--- config.mk ---
export PLATFORM = sky130hd
export DESIGN_NAME = tt_rng_arbiter
export DESIGN_NICKNAME = d
export VERILOG_FILES = /design/src/rtl/tt_rng_pkg.sv /design/src/rtl/tt_rng_lfsr16.sv /design/src/rtl/tt_rng_arbiter.sv
export SDC_FILE = /design/constraint.sdc
export NUM_CORES = 1
export LEC_CHECK = 0
export ABC_AREA = 1
export CORE_MARGIN = 2
export CORE_UTILIZATION = 60
export CTS_BUF_LIST = sky130_fd_sc_hd__clkbuf_2
export DETAILED_ROUTE_END_ITERATION = 16
export PLACE_DENSITY = 0.95
export SLEW_MARGIN = 20
export SYNTH_ARGS = -nofsm -noshare
export SYNTH_HDL_FRONTEND = slang
export SYNTH_SLANG_ARGS = --single-unit
--- constraint.sdc ---
create_clock -name clk -period 4.6 [get_ports clk]
set_clock_uncertainty 0.2 [all_clocks]
set_input_delay 0.46 -clock clk [delete_from_list [all_inputs] [get_ports clk]]
set_output_delay 0.46 -clock clk [all_outputs]
set_load 0.005 [all_outputs]
--- src/rtl/tt_rng_pkg.sv ---
// Shared types and constants for the tt_rng_arbiter random-word server.
package tt_rng_pkg;

  typedef enum logic [1:0] {
    IDLE    = 2'd0,
    COLLECT = 2'd1,
    DELIVER = 2'd2
  } state_t;

  localparam int          LFSR_W     = 16;
  // Taps for x^16+x^15+x^13+x^4+1 on a left-shifting register: bits 15,14,12,3.
  localparam logic [15:0] LFSR_TAPS  = 16'hD008;
  localparam logic [15:0] LFSR_RESET = 16'h0001;

  function automatic logic lfsr_feedback(input logic [LFSR_W-1:0] s);
    return ^(s & LFSR_TAPS);
  endfunction

endpackage

--- src/rtl/tt_rng_lfsr16.sv ---
// 16-bit maximal-length Fibonacci LFSR with step/load controls and an all-zero seed guard.
module tt_rng_lfsr16
  import tt_rng_pkg::*;
(
  input  logic        clk,
  input  logic        rst_n,
  input  logic        step,
  input  logic        load,
  input  logic [15:0] load_val,
  output logic [15:0] state,
  output logic        fb
);

  assign fb = lfsr_feedback(state);

  always_ff @(posedge clk or negedge rst_n) begin
    if (!rst_n) begin
      state <= LFSR_RESET;
    end else if (load) begin
      // All-zero is the lock-up state of an XOR LFSR, so never let it in.
      state <= (load_val == 16'h0000) ? LFSR_RESET : load_val;
    end else if (step) begin
      state <= {state[14:0], fb};
    end
  end

endmodule

--- src/rtl/tt_rng_arbiter.sv ---
// Round-robin server handing out WORD_W-bit words from one shared LFSR to NUM_REQ requesters.
// Optional macro TT_RNG_WHITEN_EN: XOR each collected bit with LFSR bit 7 (sequence unchanged).
module tt_rng_arbiter
  import tt_rng_pkg::*;
#(
  parameter int NUM_REQ = 4,
  parameter int WORD_W  = 8,
  localparam int ID_W   = (NUM_REQ > 1) ? $clog2(NUM_REQ) : 1
) (
  input  logic               clk,
  input  logic               rst_n,
  input  logic               seed_load,
  input  logic [15:0]        seed_data,
  input  logic [NUM_REQ-1:0] req,
  output logic [NUM_REQ-1:0] grant,
  output logic               rnd_valid,
  output logic [WORD_W-1:0]  rnd_data,
  output logic [ID_W-1:0]    rnd_id,
  output logic               busy
);

  localparam int CNT_W = $clog2(WORD_W) + 1;
  localparam logic [CNT_W-1:0] CNT_LAST = CNT_W'(WORD_W - 1);
  localparam logic [ID_W-1:0]  ID_LAST  = ID_W'(NUM_REQ - 1);

  state_t              fsm_state;
  logic [ID_W-1:0]     rr_ptr;
  logic [ID_W-1:0]     gnt_id;
  logic [CNT_W-1:0]    bit_cnt;
  logic [WORD_W-1:0]   shift_reg;
  logic [WORD_W-1:0]   shift_next;
  logic [15:0]         lfsr_state;
  logic                lfsr_fb;
  logic                lfsr_step;
  logic                collect_bit;
  logic                gnt_req;
  logic [ID_W-1:0]     rr_next;
  logic                pick_found;
  logic [ID_W-1:0]     pick_id;

  tt_rng_lfsr16 u_lfsr (
    .clk      (clk),
    .rst_n    (rst_n),
    .step     (lfsr_step),
    .load     (seed_load),
    .load_val (seed_data),
    .state    (lfsr_state),
    .fb       (lfsr_fb)
  );

`ifdef TT_RNG_WHITEN_EN
  assign collect_bit = lfsr_fb ^ lfsr_state[7];
`else
  assign collect_bit = lfsr_fb;
`endif

  assign gnt_req   = req[gnt_id];
  // A seed load takes the place of the step in the same cycle.
  assign lfsr_step = (fsm_state == COLLECT) && gnt_req && !seed_load;
  assign rr_next   = (gnt_id == ID_LAST) ? '0 : gnt_id + 1'b1;

  generate
    if (WORD_W > 1) begin : g_shift_wide
      assign shift_next = {shift_reg[WORD_W-2:0], collect_bit};
    end else begin : g_shift_one
      assign shift_next = collect_bit;
    end
  endgenerate

  // Search starts at rr_ptr and wraps, so the most recently served id goes last.
  always_comb begin
    pick_found = 1'b0;
    pick_id    = '0;
    for (int i = 0; i < NUM_REQ; i++) begin
      logic [ID_W:0] idx;
      idx = {1'b0, rr_ptr} + (ID_W+1)'(i);
      if (idx >= (ID_W+1)'(NUM_REQ)) idx = idx - (ID_W+1)'(NUM_REQ);
      if (!pick_found && req[idx[ID_W-1:0]]) begin
        pick_found = 1'b1;
        pick_id    = idx[ID_W-1:0];
      end
    end
  end

  always_ff @(posedge clk or negedge rst_n) begin
    if (!rst_n) begin
      fsm_state <= IDLE;
      rr_ptr    <= '0;
      gnt_id    <= '0;
      bit_cnt   <= '0;
      shift_reg <= '0;
      grant     <= '0;
      rnd_valid <= 1'b0;
      rnd_data  <= '0;
      rnd_id    <= '0;
      busy      <= 1'b0;
    end else begin
      rnd_valid <= 1'b0;
      case (fsm_state)
        IDLE: begin
          if (pick_found) begin
            grant     <= NUM_REQ'(1) << pick_id;
            gnt_id    <= pick_id;
            bit_cnt   <= '0;
            shift_reg <= '0;
            busy      <= 1'b1;
            fsm_state <= COLLECT;
          end
        end
        COLLECT: begin
          if (!gnt_req) begin
            grant     <= '0;
            rr_ptr    <= rr_next;
            busy      <= 1'b0;
            fsm_state <= IDLE;
          end else if (seed_load) begin
            bit_cnt   <= '0;
            shift_reg <= '0;
          end else begin
            shift_reg <= shift_next;
            bit_cnt   <= bit_cnt + 1'b1;
            if (bit_cnt == CNT_LAST) begin
              rnd_valid <= 1'b1;
              rnd_data  <= shift_next;
              rnd_id    <= gnt_id;
              fsm_state <= DELIVER;
            end
          end
        end
        DELIVER: begin
          grant     <= '0;
          rr_ptr    <= rr_next;
          busy      <= 1'b0;
          fsm_state <= IDLE;
        end
        default: fsm_state <= IDLE;
      endcase
    end
  end

endmodule

* Yosys cells after proc, flatten, opt, wreduce, memory -nomap -nowiden
Index checks and enable logic that the tools add are counted.
** Word-level totals
- Flip-flop bits (word level) :: 49
- Word-level logic and storage cells :: 113
- Input port bits :: 23
- Output and inout port bits :: 16
** Operators by class
- Eq/ne operators :: 9
- Magnitude comparators :: 9
- Reduce and logical (&&, ||, !) cells :: 22
- Add/subtract/negate cells :: 9
- Muxes and demuxes :: 51
- Bitwise operators :: 1
- Shifts and indexed selects :: 1
** Operators by type and width (number)
- $mux 16 :: 3
- $mux 2 :: 14
- $mux 7 :: 3
- $mux 4 :: 5
- $logic_not 16->1 :: 1
- $reduce_xor 16->1 :: 1
- $lt 2x3->1 const B :: 5
- $mux 1 :: 15
- $pmux 7 s2 :: 1
- $pmux 4 s3 :: 1
- $bmux 1 s2 :: 5
- $ge 3x3->1 const B :: 3
- $reduce_and 3->1 :: 3
- $pmux 2 s2 :: 2
- $pmux 4 s2 :: 1
- $sub 2x1->2 const B :: 4
- $add 2x2->3 const B :: 2
- $ne 2x2->1 const B :: 3
- $reduce_bool 2->1 :: 3
- $logic_and 1x1->1 :: 5
- $add 4x1->4 const B :: 1
- $eq 2x2->1 const B :: 2
- $eq 4x3->1 const B :: 1
- $logic_not 1->1 :: 4
- other kinds (13) :: 14

* Depth between registers and ports, before layout
Gate-level depths: netlist of the first run.
- Depth after elaboration :: 17
- Depth in mapped cells :: 12
- Gate-level depth less buffers :: 11

* Hierarchy
From an unflattened synthesis of the first run, not the netlist that was laid out.
** Unflattened totals
- Cells, all modules :: 318
- Area total of the unflattened synthesis :: 2646.3 µm²
** By module, submodules not included
- tt_rng_arbiter :: instances 1, cells each 213, area an instance 1809.2 µm², seq. area each 825.8 µm²
- tt_rng_lfsr16 :: instances 1, cells each 105, area an instance 837.1 µm², seq. area each 401.6 µm²

* Worst setup path before layout of the first run
No wires, ideal clock.
- Path type :: flip-flop to flip-flop
- Start point :: register rr_ptr[0]
- End point :: register bit_cnt[0]
- Arrival time :: 1.409 ns
- Clock period less this slack :: 1.728 ns
- Cell stages (with the launch flop) :: 11
- Path slack :: 2.872 ns
- Library setup time :: 0.118 ns
- Path buffers :: 2
- Data required time :: 4.282 ns
- Path through :: dfrtp_1 buf_6 o21ai_1 nand2_2 nor2_8 nand3_4 nand2_4 inv_2 buf_6 nand3_2 o21ai_2
** On the way
- Longest elaborated chain between the ends :: 16
- Elaborated cells on any way between the ends :: 35
- Classes of those cells :: add/sub (7); order compare (4); eq/ne (1); mux (16); reduce/logical (7)
** RTL lines
- start: declaration :: RTL line tt_rng_arbiter.sv:27 : logic [ID_W-1:0] rr_ptr;
- start signal: assignment :: RTL line tt_rng_arbiter.sv:113 : rr_ptr <= rr_next;
- start signal: assignment :: RTL line tt_rng_arbiter.sv:132 : rr_ptr <= rr_next;
- branches (longest 13 deep; another with $add 2x1->3)
- $mux 1 (*) :: RTL line tt_rng_arbiter.sv:78 : if (!pick_found && req[idx[ID_W-1:0]]) begin
- $ne 2x2->1 (no source line) (*)
- $reduce_and 3->1 (no source line) (*)
- end signal: assignment :: RTL line tt_rng_arbiter.sv:121 : bit_cnt <= bit_cnt + 1'b1;
- end: declaration :: RTL line tt_rng_arbiter.sv:29 : logic [CNT_W-1:0] bit_cnt;
Every way passes the cells marked *. The select of a mux whose other input is x is not followed.
A chain may end at the register's enable or synchronous reset.

* Worst setup path after layout of the first run
- Start point :: register gnt_id[0]
- End point :: register rnd_data[7]
** On the way
- Longest elaborated chain between the ends :: 3
** RTL lines
- start: declaration :: RTL line tt_rng_arbiter.sv:28 : logic [ID_W-1:0] gnt_id;
- start signal: assignment :: RTL line tt_rng_arbiter.sv:103 : gnt_id <= pick_id;
- $bmux 1 s2 :: RTL line tt_rng_arbiter.sv:57 : assign gnt_req = req[gnt_id];
- $mux 1 (implied by the code) :: RTL line tt_rng_arbiter.sv:57
- $reduce_and 4->1 (no source line)
- end signal: assignment :: RTL line tt_rng_arbiter.sv:124 : rnd_data <= shift_next;
- end: declaration :: RTL line tt_rng_arbiter.sv:17 : output logic [WORD_W-1:0] rnd_data,
No other way between the ends. The select of a mux whose other input is x is not followed.

==> impl_results.md, run 1 <==
* Relative slew slack at 60.0%
* Overall fraction of global-route tracks in use at 23.5%
* Synth warnings at 0
* Mean routed wirelength per cell at 12.2 µm
* Crit Path Class: reg -> reg
* Critical Path End Type: flip-flop
* Via Count at 2,247
* Total power divided by cell area at 533 mW/mm²
* First-pass GRT wire length at 9320 µm
* Total setup buffers inserted after CTS at 0
* Number of nets with antenna violations after routing at 0
* TritonCTS clock tree: yes
* First DRT Iteration DRCs at 188
* Overall die height at 70.2 µm
* Flip-flop and latch count after synthesis at 49
* Weighted congestion at the end of routability-driven global placement at 0.870
* Cell-by-cell listing of the critical path: inv_2 -> nand2_1 -> nand3_1 -> nand2_1 -> nand2_1 -> nor2_1 -> inv_1 -> nand2_1 -> o21ai_0
* Number of clock buffers inserted by TritonCTS at 5
* Slowest stage cell, crit path: sky130_fd_sc_hd__dfrtp_1
* Antenna violations before repair at 0
* Average size of a mapped cell at 7.75 µm²
* Final period demand of the worst path at 2.23 ns
* Worst Max-Slew Pin Slew at 0.601 ns
* Critical path data required time at 4.72 ns
* Reg-to-reg critical path startpoint: gnt_id[0]
* Post-detailed-route via-to-cell ratio at 5.23
* Clock-pin slew on the worst setup and hold paths at 0.25 ns
* DP HPWL at 3930 µm
* Highest attainable clock frequency at 449 MHz
* Area leader, netlist: sky130_fd_sc_hd__dfrtp_1
* Worst Setup Start Kind: flip-flop
* Cell-internal power at 940 µW
* H-tree depth reported by CTS at 2
* Post-synthesis net count at 367
* Cell chosen for the clock root: sky130_fd_sc_hd__clkbuf_2
* Net load switching power at 728 µW
* Io pins at 39
* Core Area at 0.00429 mm²
* Maximum number of pins on one net before global-route repair at 50
* TritonRoute pass-1 iters at 4
* Signed area change from the synthesized netlist to the final layout at 19.0%
* Diodes inserted at 0
* Switching Share at 43.6%
* Result of the run: completed
* Worst skew pair latency at 0.43 ns
* Hold Crit Class: reg -> reg
* Number of hold violations in the final report at 0
* Count of port buffers added during placement at 38
* Cell area after placement at 0.00303 mm²
* Routed wire length at 5240 µm
* Syn Inst Count at 339
* Number of pins exceeding their max-slew limit in the final report at 0
* Arrival time reported for the critical path endpoint at 2.35 ns
* Register area share after synthesis at 46.7%
* Max reg flops at 16
* Final setup fails at 0
* Clk sinks at 49
* Netlist cell types at 31
* Number of standard-cell rows in the floorplan at 24
* Power share of the clock group at 17.2%
* Dominant cell type by count on the critical path: sky130_fd_sc_hd__nand2_1
* Horizontal die dimension at 70.2 µm
* Hold_sp: rnd_data[0]
* Max IR drop VDD at 0.361 mV
* Mapped Area at 0.00263 mm²
* Static Leakage at 1.53 nW
* Top area cells in the synthesized netlist: sky130_fd_sc_hd__dfrtp_1, sky130_fd_sc_hd__nand2_1, sky130_fd_sc_hd__o21ai_0
* Unrepaired setup endpoints after global routing: no
* Fraction of power consumed by sequential logic at 37.0%
* Worst-path fanout max at 20
* Die Footprint at 0.00492 mm²
* Clock Tree Buf Depth at 2
* DRC violation count after routing at 0
* Critical Path Max Stage Delay at 0.54 ns
* Final period utilization at 48.5%
* Layout cell share with drive strength beyond 1 at 9.79%
* Area share of the largest cell type after synthesis at 45.7%
* Nets at 405
* Total negative slack at 0 ns
* Maximum capacitance violations at 0
* Critical path launch point: gnt_id[0]
* Initial core utilization at 61.2%
* Number of global-route vias before repair at 2,173
* Area of all placed cells without fillers at 0.00313 mm²
* Combinational cell fraction of total power at 45.9%
* Fillcell total at 330
* Total grt overflow at 0
==> metal layers <==
| metal | vias to the layer above | track usage [%] | part of all wire [%] |
|---|---|---|---|
| li1 | 1144 | - | - |
| met1 | 1045 | 29.4 | 46 |
| met2 | 52 | 41.0 | 49 |
| met3 | 6 | 5.19 | 3.9 |
| met4 | 0 | 6.62 | 0.93 |
| met5 | - | 0 | 0 |
==> power by group through the flow <==
stage | Clock (mW) | Sequential (mW) | Combinational, mW
after floorplan | 0 | 0.595 | 0.619
after CTS | 0.288 | 0.615 | 0.764
after global routing | 0.306 | 0.629 | 0.864
final | 0.286 | 0.617 | 0.765
after detailed placement | 0 | 0.622 | 0.761
after global placement | 0 | 0.617 | 0.724
==> metrics by stage <==
stage	cells	worst slack, ns	hold slack (ns)	power, mW	utilization, %
after floorplan	339	2.87	-0.0356	1.21	-
after global placement	421	1.97	0.263	1.34	70.5
after detailed placement	421	1.91	0.263	1.38	70.5
after CTS	429	2.37	0.00231	1.67	72.6
after global routing	430	2.19	0.348	1.80	72.8
final	430	2.37	0.308	1.67	72.8
==> placed cells by master (no fill, tap or decap), drive strengths merged, types with 2 or more instances in the layout <==
master | netlist | final
xnor2 | 2 | 2
nor3 | 10 | 10
nand3 | 18 | 18
nor2 | 22 | 22
buf | 4 | 2
a21oi | 10 | 10
bufinv | 0 | 2
nand2 | 111 | 111
o21ai | 48 | 48
inv | 47 | 47
ha | 5 | 5
clkdlybuf4s50 | 0 | 37
clkbuf | 5 | 5
dfrtp | 48 | 48
xor2 | 2 | 2
==> cell usage after synthesis <==
library cell and instances:
sky130_fd_sc_hd__o21ai_2 8, sky130_fd_sc_hd__xor2_1 2, sky130_fd_sc_hd__xnor2_1 2, sky130_fd_sc_hd__a31oi_1 1, sky130_fd_sc_hd__nand4_1 1, sky130_fd_sc_hd__nand3_1 16
sky130_fd_sc_hd__nand2_4 2, sky130_fd_sc_hd__nand2_2 4, sky130_fd_sc_hd__a21boi_1 1, sky130_fd_sc_hd__inv_2 4, sky130_fd_sc_hd__nand3_4 1, sky130_fd_sc_hd__nand2_1 105
sky130_fd_sc_hd__nor2_2 4, sky130_fd_sc_hd__o21a_1 1, sky130_fd_sc_hd__o21ai_0 34, sky130_fd_sc_hd__o22ai_2 1, sky130_fd_sc_hd__buf_1 1, sky130_fd_sc_hd__nand3_2 1
sky130_fd_sc_hd__nor2_1 17, sky130_fd_sc_hd__dfstp_2 1, sky130_fd_sc_hd__ha_1 5, sky130_fd_sc_hd__o31ai_1 1, sky130_fd_sc_hd__nor3_1 10, sky130_fd_sc_hd__o21ai_1 6
sky130_fd_sc_hd__dfrtp_1 48, sky130_fd_sc_hd__clkbuf_1 5, sky130_fd_sc_hd__buf_6 2, sky130_fd_sc_hd__a21oi_1 10, sky130_fd_sc_hd__buf_2 1, sky130_fd_sc_hd__nor2_8 1
sky130_fd_sc_hd__inv_1 43
==> path summary, 6_finish.rpt <==
check	to	slack (ns)	cells after the start
setup / recovery	rnd_data[7]	2.37	9
hold / removal	rnd_data[0]	0.31	2
setup reg to reg	rnd_data[7]	2.37	9
hold reg to reg	rnd_data[0]	0.31	2
max in group asynchronous	grant[2]	3.46	2
min in group asynchronous	shift_reg[5]	0.33	2
==> final cells by class <==
cell class              instances  area, µm²  share of cell area [%]
well taps                      52       65.1                    2.08
inverters                      47        176                    5.64
multi-input cells             234       1170                    37.5
clock buffers                   5       25.0                   0.800
flip-flops and latches         49       1230                    39.2
repair buffers                 40        395                    12.6
clock inverters                 3       65.1                    2.08
==> cells by family (layout without fill, tap and decap cells) <==
group / after synthesis / count (layout) / share of synthesized area, %
AO/OA/AOI/OAI: 63 / 63 / 13.8
XOR/XNOR: 4 / 4 / 1.33
adder cells (fa/ha/maj): 5 / 5 / 2.38
buffers and inverters: 56 / 95 / 8.62
flip-flops: 49 / 49 / 46.7
AND/OR/NAND/NOR: 162 / 162 / 27.2
==> critical path: cells and delay by family, from the launching register on <==
kind | cells | cell delay (ns)
buffers and inverters | 2 | 0.36
DFF | 1 | 0.54
and+or+nand+nor | 6 | 0.92
AOI/OAI and AO/OA | 1 | 0.09
==> repair_timing <==
item / 4_1_cts / 5_1_grt
hold endpoints to repair: 0 / 48
hold buffers: 0 / 1
resized for setup: 0 / 0
Note: power is estimated with default switching activity, not from simulation.
==> run 2, diff against run 1 <==
--- a/config.mk
+++ b/config.mk
@@ -7,10 +7,10 @@
 export LEC_CHECK = 0
 export ABC_AREA = 1
 export CORE_MARGIN = 2
-export CORE_UTILIZATION = 60
+export CORE_UTILIZATION = 51
 export CTS_BUF_LIST = sky130_fd_sc_hd__clkbuf_2
 export DETAILED_ROUTE_END_ITERATION = 16
-export PLACE_DENSITY = 0.95
+export PLACE_DENSITY = 0.9
 export SLEW_MARGIN = 20
 export SYNTH_ARGS = -nofsm -noshare
 export SYNTH_HDL_FRONTEND = slang
==> constraint.sdc (replaced) <==
create_clock -name clk -period 1.9 [get_ports clk]
set_clock_uncertainty 0.2 [all_clocks]
set_input_delay 0.19 -clock clk [delete_from_list [all_inputs] [get_ports clk]]
set_output_delay 0.19 -clock clk [all_outputs]
set_load 0.005 [all_outputs]
==> run 2 against run 1 <==
Compared with the run above:
- the flow now finishes with violations (negative setup slack)
- cell area grew 10%
- sequential share of layout area decreased by 3.5 points
- first-iteration DRC count shrank 16%
- final cell count increased by 10%
- flip-flop and latch count unchanged
- worst hold slack worse by 0.17 ns
- routed wire length up 10%
- combinational power rose to 3.2 times the previous value
- critical path type unchanged
- critical endpoint is now bit_cnt[3]
- largest cell class unchanged
- highest routed layer unchanged
==> impl_results.md, run 2 (synthesis gave the netlist of run 1 again) <==
* Result of the run: finished, violations left
* Violated checks: negative setup slack
* Number of nets with antenna violations after routing at 0 (unchanged)
* Cell chosen for the clock root: sky130_fd_sc_hd__clkbuf_2
* Core Area at 0.00504 mm² (+17%)
* Overall fraction of global-route tracks in use at 21.4% (-2.1 points)
* Maximum number of pins on one net before global-route repair at 26 (-48%)
* Routed wire length at 5790 µm (+10%)
* Worst-case setup slack after placement at -0.207 ns (-2.12 ns)
* Total power divided by cell area at 1280 mW/mm² (+140%)
* Unrepaired setup endpoints after global routing: yes
* Hold WS at 0.143 ns (-0.166 ns)
* Hold_sp: seed_data[15]
* Initial core utilization at 52.1% (-9.1 points)
* Worst Max-Slew Pin Slew at 0.633 ns (+0.0326 ns)
* Number of global-route vias before repair at 2,250 (+3.5%)
* Clock Tree Buf Depth at 2 (unchanged)
* First DRT Iteration DRCs at 157 (-16%)
* Placed cells at 458 (+8.8%)
* Die Footprint at 0.00574 mm² (+17%)
* Mean routed wirelength per cell at 12.2 µm (about the same)
* Total power at 4.41 mW (+160%)
* H-tree depth reported by CTS at 2 (unchanged)
* Weighted congestion at the end of routability-driven global placement at 0.832 (-4.4%)
* Setup slack after layout at -0.0194 ns (-2.39 ns)
* Critical path launch point: rr_ptr[0]
* Signed area change from the synthesized netlist to the final layout at 30.9%
* Number of standard-cell rows in the floorplan at 26 (+8.3%)
* Maximum capacitance violations at 0 (unchanged)
* Clk sinks at 49 (unchanged)
* Total negative slack at -0.0801 ns (-0.0801 ns)
* Post-detailed-route via-to-cell ratio at 5.05 (-3.4%)
* Layout Utilization at 68.2% (-4.6 points)
* Overall die height at 75.8 µm (+8.0%)
* Leading cell types in the layout, fill and taps excluded: sky130_fd_sc_hd__nand2_1, sky130_fd_sc_hd__dfrtp_1, sky130_fd_sc_hd__inv_1
* Reg-to-reg critical path startpoint: rr_ptr[0]
* Number of pins exceeding their max-slew limit in the final report at 0 (unchanged)
* Worst skew pair latency at 0.45 ns (+0.02 ns)
* Highest attainable clock frequency at 521 MHz (+16%)
* Number of clock buffers inserted by TritonCTS at 5 (unchanged)
* Cell area after placement at 0.00324 mm² (+7.1%)
* Cell count of the worst reg-to-reg path at 10 (+1)
* Relative slew slack at 57.6% (-2.3 points)
* Horizontal die dimension at 75.8 µm (+8.0%)
* Non-filler cells, final at 475 (+10%)
* Layout cell share with drive strength beyond 1 at 17.5% (+7.7 points)
* Antenna violations before repair at 0 (unchanged)
* Nets at 432 (+6.7%)
* Clock-pin slew on the worst setup and hold paths at 0.26 ns (about the same)
* DRC violation count after routing at 0 (unchanged)
* Most frequent standard cell in the layout excluding fill and tap cells: sky130_fd_sc_hd__nand2_1
* Diodes inserted at 0 (unchanged)
* Worst Setup Start Kind: flip-flop
* Area of all placed cells without fillers at 0.00344 mm² (+10%)
* Final period demand of the worst path at 1.92 ns (-0.310 ns)
* TritonRoute pass-1 iters at 5 (+1)
* Total grt overflow at 0 (unchanged)
* DP HPWL at 4300 µm (+9.3%)
* Via Count at 2,398 (+6.7%)
* Worst-path fanout max at 5 (-75%)
* Arrival time reported for the critical path endpoint at 2.12 ns (-0.23 ns)
* Static Leakage at 1.67 nW (+9.1%)
* Hold Crit Class: in -> reg
* Max IR drop VDD at 0.612 mV (+69%)
* TritonCTS clock tree: yes
* Io pins at 39 (unchanged)
* Max reg flops at 16 (unchanged)
* Critical path data required time at 2.10 ns (-2.62 ns)
* Final setup fails at 7 (+7)
* Critical Path End Type: flip-flop
* Count of port buffers added during placement at 38 (unchanged)
* Hold Crit Depth at 3 (+1)
* Fillcell total at 391 (+18%)
* Crit Path Class: reg -> reg
* Number of hold violations in the final report at 0 (unchanged)
* Final period utilization at 101% (+53 points)
* First-pass GRT wire length at 9450 µm (+1.5%)
-- run 2: cell count changes in the layout (fill, tap and decap cells not counted), sizes merged --
| cell | before | now |
|---|---|---|
| dlygate4sd3 | 1 | 4 |
| inv | 47 | 48 |
| clkbuf | 5 | 6 |
| clkinvlp | 0 | 2 |
| buf | 2 | 25 |
| clkinv | 1 | 0 |
| bufinv | 2 | 0 |
-- run 2: layout make-up --
type | instances | area (µm²) | share of cell area, %
clock inverter | 3 | 26.3 | 0.764
inverter | 47 | 186 | 5.42
clock buffer | 5 | 25.0 | 0.728
sequential | 49 | 1230 | 35.8
timing repair buffer | 67 | 674 | 19.6
multi-input combinational | 234 | 1210 | 35.2
tap | 70 | 87.6 | 2.55
-- run 2: what timing repair did --
action,CTS,global route
hold buffers,2,2
resized for setup,3,17
endpoints found under the hold margin,48,21
endpoints found under the setup margin,9,39
buffers inserted,0,4
pin swaps,1,8
cloned,0,1
-- run 2: critical path, stage by stage, from the launching register on --
cell and delay [ns]:
sky130_fd_sc_hd__dfrtp_2 0.53, sky130_fd_sc_hd__buf_12 0.16, sky130_fd_sc_hd__nand2_4 0.04, sky130_fd_sc_hd__o21a_1 0.15, sky130_fd_sc_hd__nand2_2 0.11, sky130_fd_sc_hd__nor2_8 0.16
sky130_fd_sc_hd__nand3_4 0.12, sky130_fd_sc_hd__nand2_4 0.13, sky130_fd_sc_hd__inv_6 0.05, sky130_fd_sc_hd__buf_6 0.11, sky130_fd_sc_hd__o21ai_2 0.11
-- run 2: report_power, final --
group	internal (mW)	switching, mW
logic	1.04	1.43
clock network	0.0988	0.367
registers	1.30	0.176
total	2.43	1.98
-- run 2: metal layers --
metal | routed length (µm) | track usage (%) | up-vias | share of wire (%)
met5 | 0 | 0 | - | 0
met3 | 210 | 4.23 | 8 | 3.6
met2 | 3070 | 39.0 | 62 | 53
met1 | 2470 | 26.2 | 1124 | 43
li1 | - | - | 1204 | -
met4 | 40 | 4.68 | 0 | 0.69
-- run 2: worst paths after layout --
path                            slack [ns]                to
worst min-delay path                  0.14  u_lfsr.state[15]
min in group asynchronous             0.56       rnd_data[1]
worst min register to register        0.31       rnd_data[0]
max in group asynchronous             0.50  u_lfsr.state[12]
worst max-delay path                 -0.02        bit_cnt[3]
worst max register to register       -0.02        bit_cnt[3]
